`src/rtl/filtro_rebote_multicanal.sv`:
```
// Multi-channel input filter: per-channel 2-flop synchroniser followed by either
// a non-retriggerable one-shot (MODO 0) or a stable-level debouncer (MODO 1).
module filtro_rebote_multicanal #(
  parameter int unsigned CANALES     = 4,
  parameter int unsigned CLK_KHZ     = 50000,
  parameter int unsigned DURACION_MS = 20,
  parameter int unsigned MODO        = 0
) (
  input  logic               clk,
  input  logic               rst,
  input  logic [CANALES-1:0] pulso_real,
  output logic [CANALES-1:0] pulso_ideal,
  output logic [CANALES-1:0] flanco_subida,
  output logic [CANALES-1:0] flanco_bajada
);

  localparam int unsigned CICLOS = CLK_KHZ * DURACION_MS;
  localparam int unsigned CW     = $clog2(CICLOS + 1);
  localparam logic [CW-1:0] FIN  = CW'(CICLOS - 1);

  if (CICLOS < 2 || MODO > 1 || CANALES < 1) begin : g_param_invalido
    $error("filtro_rebote_multicanal: needs CICLOS >= 2, MODO in {0,1}, CANALES >= 1");
  end

  for (genvar g = 0; g < CANALES; g++) begin : g_canal
    logic          r_s1;
    logic          r_s2;
    logic          r_ideal;
    logic          r_sub;
    logic          r_baj;
    logic [CW-1:0] r_cnt;

    assign pulso_ideal[g]   = r_ideal;
    assign flanco_subida[g] = r_sub;
    assign flanco_bajada[g] = r_baj;

    always_ff @(posedge clk or posedge rst) begin
      if (rst) begin
        r_s1 <= 1'b0;
        r_s2 <= 1'b0;
      end else begin
        r_s1 <= pulso_real[g];
        r_s2 <= r_s1;
      end
    end

    if (MODO == 0) begin : g_one_shot
      typedef enum logic [1:0] {REPOSO, ACTIVO, ESPERA} estado_t;
      estado_t r_estado;

      // Strobes are set alongside the level change so they track its next value.
      always_ff @(posedge clk or posedge rst) begin
        if (rst) begin
          r_estado <= REPOSO;
          r_ideal  <= 1'b0;
          r_sub    <= 1'b0;
          r_baj    <= 1'b0;
          r_cnt    <= '0;
        end else begin
          r_sub <= 1'b0;
          r_baj <= 1'b0;
          case (r_estado)
            REPOSO: begin
              r_cnt <= '0;
              if (r_s2) begin
                r_estado <= ACTIVO;
                r_ideal  <= 1'b1;
                r_sub    <= 1'b1;
              end
            end
            ACTIVO: begin
              if (r_cnt == FIN) begin
                r_ideal  <= 1'b0;
                r_baj    <= 1'b1;
                r_cnt    <= '0;
                r_estado <= r_s2 ? ESPERA : REPOSO;
              end else begin
                r_cnt <= r_cnt + CW'(1);
              end
            end
            ESPERA: begin
              if (!r_s2) r_estado <= REPOSO;
            end
            default: r_estado <= REPOSO;
          endcase
        end
      end
    end else begin : g_debounce
      // Any sample equal to the output restarts the stability count.
      always_ff @(posedge clk or posedge rst) begin
        if (rst) begin
          r_ideal <= 1'b0;
          r_sub   <= 1'b0;
          r_baj   <= 1'b0;
          r_cnt   <= '0;
        end else begin
          r_sub <= 1'b0;
          r_baj <= 1'b0;
          if (r_s2 == r_ideal) begin
            r_cnt <= '0;
          end else if (r_cnt == FIN) begin
            r_ideal <= r_s2;
            r_sub   <= r_s2;
            r_baj   <= ~r_s2;
            r_cnt   <= '0;
          end else begin
            r_cnt <= r_cnt + CW'(1);
          end
        end
      end
    end
  end

endmodule

```
`config.mk`:
```
export PLATFORM = sky130hd
export DESIGN_NAME = filtro_rebote_multicanal
export DESIGN_NICKNAME = d
export VERILOG_FILES = /design/src/rtl/filtro_rebote_multicanal.sv
export SDC_FILE = /design/constraint.sdc
export NUM_CORES = 1
export LEC_CHECK = 0
export CORE_MARGIN = 3
export CORE_UTILIZATION = 64
export CTS_BUF_LIST = sky130_fd_sc_hd__clkbuf_2 sky130_fd_sc_hd__clkbuf_4 sky130_fd_sc_hd__clkbuf_8
export DETAILED_ROUTE_END_ITERATION = 8
export PLACE_DENSITY = 0.83
export SYNTH_ARGS = -nofsm -noshare
export SYNTH_HDL_FRONTEND = slang
export SYNTH_SLANG_ARGS = --single-unit
```
`constraint.sdc`:
```
create_clock -name clk -period 4.4 [get_ports clk]
set_input_delay 0.44 -clock clk [delete_from_list [all_inputs] [get_ports clk]]
set_output_delay 0.44 -clock clk [all_outputs]
set_load 0.01 [all_outputs]
```
# Word-level counts from Yosys, hierarchy flattened
# Cells that the tools add are included.
word_totals:
  output_inout_bits: 12
  input_bits: 6
  register_bits: 108
op_classes:
  add_sub_neg: 4
  mux: 56
  n_reduce_logical: 16
  n_eq_ne: 24
ops:
  columns: ["op", "count"]
  rows:
  - ["20-bit case mux with 2 select lines", 4]
  - ["20-bit by 1-bit adder with 20-bit output, second input constant", 4]
  - ["20-bit == test, second input constant", 4]
  - ["20-bit 2-to-1 mux", 4]
  - ["2-bit 2-to-1 mux", 16]
  - ["1-bit 2-to-1 mux", 24]
  - ["2-bit != test, second input constant", 12]
  - ["2-bit case mux with 3 select lines", 4]
  - ["3-bit AND reduction", 8]
  - ["2-bit by 1-bit == test with 1-bit output, second input constant", 4]
  - ["2-bit == test, second input constant", 4]
  - ["2-bit logical NOT", 4]
  - ["1-bit case mux with 2 select lines", 4]
  - ["2-bit nonzero test", 4]

# Logic depth before layout (Yosys ltp)
depth:
  depth_word: 3
  mapped_depth: 8
  mapped_depth_nobuf: 6

# Worst setup path before layout
# OpenSTA, ideal clock, no wires.
synth_path:
  path_type: "reg2reg"
  start: "reg g_canal[2].r_cnt[0]"
  end: "reg g_canal[2].r_cnt[15]"
  n_path_buf: 2
  arrival_ns: 1.868
  required_time_ns: 4.318
  slack_ns: 2.450
  period_less_slack_ns: 1.950
  path_stages_with_launch: 9
  cell_sequence: "dfrtp_1 -> ha_1 -> and3_1 -> clkbuf_1 -> and4b_1 -> a31oi_1 -> buf_2 -> a31oi_1 -> a31oi_1"
synth_between:
  elab_chain_len: 3
synth_rtl:
  columns: ["item", "line", "source"]
  rows:
  - ["start: declaration", "31", "logic [CW-1:0] r_cnt;"]
  - ["start signal: assignment", "78", "r_cnt <= r_cnt + CW'(1);"]
  - ["20-bit by 1-bit adder with 20-bit output or 20-bit == test (tied branches)", "78, 72", null]
  - ["20-bit 2-to-1 mux (*)", "72", "if (r_cnt == FIN) begin"]
  - ["20-bit case mux with 2 select lines (*)", "62", "case (r_estado)"]
# Mark *: on every way between the ends. The rest lies on a longest branch, timed or not.
# A chain may end at the register's enable or synchronous reset.

# Final worst setup path
layout_path:
  start: "reg g_canal[0].r_cnt[0]"
  end: "reg g_canal[0].r_cnt[11]"
layout_between:
  elab_chain_len: 3
layout_rtl:
  columns: ["item", "line"]
  rows:
  - ["start: declaration", "31"]
  - ["start signal: assignment", "78"]
  - ["20-bit by 1-bit adder with 20-bit output or 20-bit == test (tied branches)", "78, 72"]
  - ["20-bit 2-to-1 mux (*)", "72"]
  - ["20-bit case mux with 2 select lines (*)", "62"]
# Marks and branches as above.

==> summary.txt <==
Status
  – Status: finished, final reports clean

Critical path
  – CP bufs+invs: 0
  – Crit start category: register
  – CP top delay family: compound AO/OA/AOI/OAI gates
  – Worst endpoint required time: 4.69 ns
  – CP max-delay cell: o41a_1
  – WP data arrival: 2.77 ns
  – CP Capture Type: register
  – FF-to-FF setup slack: 1.92 ns
  – Slowest cell delay on critical path: 0.88 ns
  – Crit Path Category: register to register
  – CP max FO: 33
  – CP cell instances: ha_1 -> and3_1 -> nand3_1 -> o41a_1 -> o21ai_0 -> a31oi_1

Finish
  – Area Overhead vs Synth: 5.249%
  – Final Cell Area: 5846 um2
  – Layout Nets: 584
  – Antenna Cells: 0
  – Layout cell share with drive strength beyond 1: 0.06390

Placement
  – HPWL after DPL: 7062 um
  – Placed cell area: 5664 um2
  – Placer's final routability congestion estimate: 0.8089
  – # port buffers: 17

Clocking
  – CTS tree: done
  – Post-CTS setup buffer count: 0
  – Hold Buf Count CTS: 0
  – Cts bufs inserted: 9
  – H-tree depth: 3
  – Resized cells post-CTS: 0
  – Clk Tree Root Cell: clkbuf_8
  – Clock tree sinks: 108
  – CTS max path bufs: 2
  – Clk pin slew, worst setup/hold paths: 0.10 ns
  – Clock Latency Late Sink: 0.36 ns

Logic synthesis
  – Post-synth EDFFs: 0
  – Share of Yosys cell area claimed by the top area cell type: 0.4866
  – Ys Warns: 0
  – FFs w/ async S/R, synth: 1.000
  – Most frequent cells after synthesis: dfrtp_1 (108), nand2_1 (62), nand3_1 (43), a21oi_1 (40), nor2_1 (33)
  – Top cells by area, synth: dfrtp_1 (49%), nand2_1 (4.2%), nand3_1 (3.9%), a21oi_1 (3.6%), a22o_1 (3.5%)
  – Ys flop type: dfrtp_1
  – Synth cell types: 61
  – Cell taking the most area after synthesis: dfrtp_1
  – Yosys reg bits: 108
  – Cells after Synth: 584
  – Net Count, Synth: 594
  – Top-count cell post-synth: dfrtp_1
  – Post-synthesis sequential area ratio: 0.4866
  – Mapped Avg Cell Area: 9.510 um2
  – Post-Syn Area: 5554 um2

Timing
  – Fmax: 0.4029 GHz
  – Final Max Slew Viols: 0
  – Tmin final: 2.482 ns
  – Final setup fails: 0
  – Slew at the pin closest to its max-slew limit: 1.077 ns
  – Hold slack: 0.3580 ns
  – RSZ-0062 raised after global routing: false
  – Setup TNS: 0 ns
  – Final Hold Viols: 0
  – Max transition margin: 0.2817
  – Crit share post-route: 0.5641
  – Max Clock Skew: 0.008389 ns

Die
  – DIE AREA: 9832 um2
  – Io pins: 18
  – Die width: 99.16 um
  – Initial Utilization: 0.6659
  – Row cnt: 33
  – Core ar.: 8341 um2
  – Die span in y: 99.16 um

GRT
  – Grt total ovfl: 0
  – Largest net degree at the start of global routing: 91
  – Gr usage total: 0.2296
  – Initial antenna violation count: 0
  – First-pass GRT wire length: 18710 um
  – Vias in the first global route: 4069

Power and ir drop
  – Clk pwr share: 0.258
  – P per Cell Area: 373.8 nW/um2
  – LEAKAGE: 2.550 nW
  – Internal power: 0.001499 W
  – Total chip power: 0.002185 W
  – Logic pwr share: 0.179
  – Switching portion of total power: 0.3142
  – Sequential share of power: 0.563
  – Net switching power: 0.0006865 W
  – Worst VDD drop: 0.2154 mV

Routing
  – WL/cell: 15.47 um
  – Vias: 4332
  – DR DRC count: 0
  – DRT iter0 DRCs: 162
  – WL final: 10580 um
  – Detail Route Antenna Nets: 0
  – Drt pass-1 iters: 5
  – Vias per cell: 6.333

Job
  – Number of max-cap violations: 0

Worst hold path
  – Hold crit path type: register to register
-- cell usage in the layout, fill, tap and decap left out, drive strengths merged, types with 2 or more instances in the layout --
cell type      count
dfrtp            108
nand2             62
nand3             43
a21oi             41
o21ai             36
nor2              33
a31oi             26
a22o              22
inv               22
clkdlybuf4s50     17
nand4             17
and3              15
mux2i             14
nor3              13
clkbuf            11
xnor2              7
nor4               7
and4               6
mux2               6
or2                6
a21o               5
a41oi              5
o21a               4
ha                 4
nor2b              3
a32o               3
xor2               3
nor4bb             3
nor3b              3
clkinvlp           3
nand2b             2
or4                2
nand3b             2
or4bb              2
and2               2
or2b               2
buf                2
clkinv             2
or4b               2
or3b               2
-- logic make-up after synthesis --
kind of cell | after synthesis | share of synthesized area
AOI/OAI and AO/OA | 149 | 0.1705
and+or+nand+nor | 231 | 0.2271
xor gates and xnor gates | 10 | 0.01577
muxes | 20 | 0.03739
adders and majority gates | 4 | 0.009011
DFF | 108 | 0.4866
buffers and inverters | 62 | 0.05362
-- state kept, by name, summed over array words and instances (netlist names) --
signal	flops
g_canal.r_s2	4
g_canal.r_ideal	4
g_canal.r_cnt	80
g_canal.r_baj	4
g_canal.r_s1	4
g_canal.g_one_shot.r_estado	8
g_canal.r_sub	4
-- path summary, 6_finish.rpt --
| path | cells past startpoint | start | endpoint |
|---|---|---|---|
| max reg2reg | 6 | g_canal[0].r_cnt[0]$_DFFE_PP0P_ | g_canal[0].r_cnt[11]$_DFFE_PP0P_ |
| min reg2reg | 0 | g_canal[2].r_s1$_DFF_PP0_ | g_canal[2].r_s2$_DFF_PP0_ |
| min in group asynchronous | 2 | rst | g_canal[2].r_baj$_DFF_PP0_ |
| min | 0 | g_canal[2].r_s1$_DFF_PP0_ | g_canal[2].r_s2$_DFF_PP0_ |
| max | 6 | g_canal[0].r_cnt[0]$_DFFE_PP0P_ | g_canal[0].r_cnt[11]$_DFFE_PP0P_ |
| max in group asynchronous | 3 | rst | g_canal[0].r_cnt[1]$_DFFE_PP0P_ |
-- routing by layer --
metal  track usage  up-vias  share of wire
li1              -     2107              -
met1        0.3147     2120           0.46
met2        0.3678       92           0.49
met3       0.04488       13          0.035
met4       0.08298        0          0.015
met5             0        -              0
-- power by group through the flow --
stage               clock network, W  registers [W]  logic (W)
floorplan                          0        0.00120   0.000349
global placement                   0        0.00124   0.000368
detailed placement                 0        0.00125   0.000392
CTS                         0.000581        0.00123   0.000395
global route                0.000619        0.00125   0.000445
finish                      0.000564        0.00123   0.000391
-- layout make-up --
type / count / area, um2
fill: 611 / 2495
sequential: 108 / 2703
clock buffer: 11 / 145.1
inverter: 22 / 85.08
clock inverter: 5 / 36.28
tap: 105 / 131.4
multi-input combinational: 414 / 2560
timing repair buffer: 19 / 185.2
-- worst register-to-register path, cell delays in order (launching register included) --
cell and delay [ns]:
dfrtp_1 0.43, ha_1 0.25, and3_1 0.21, nand3_1 0.15
o41a_1 0.88, o21ai_0 0.27, a31oi_1 0.23
-- stage by stage --
stage               cells  worst slack [ns]    util
floorplan             584             1.114       -
global placement      668             2.075  0.6791
detailed placement    668             1.950  0.6791
CTS                   684             1.938  0.7009
global route          684             1.681  0.7009
finish                684             1.918  0.7009
Note: power is estimated with default switching activity, not from simulation.
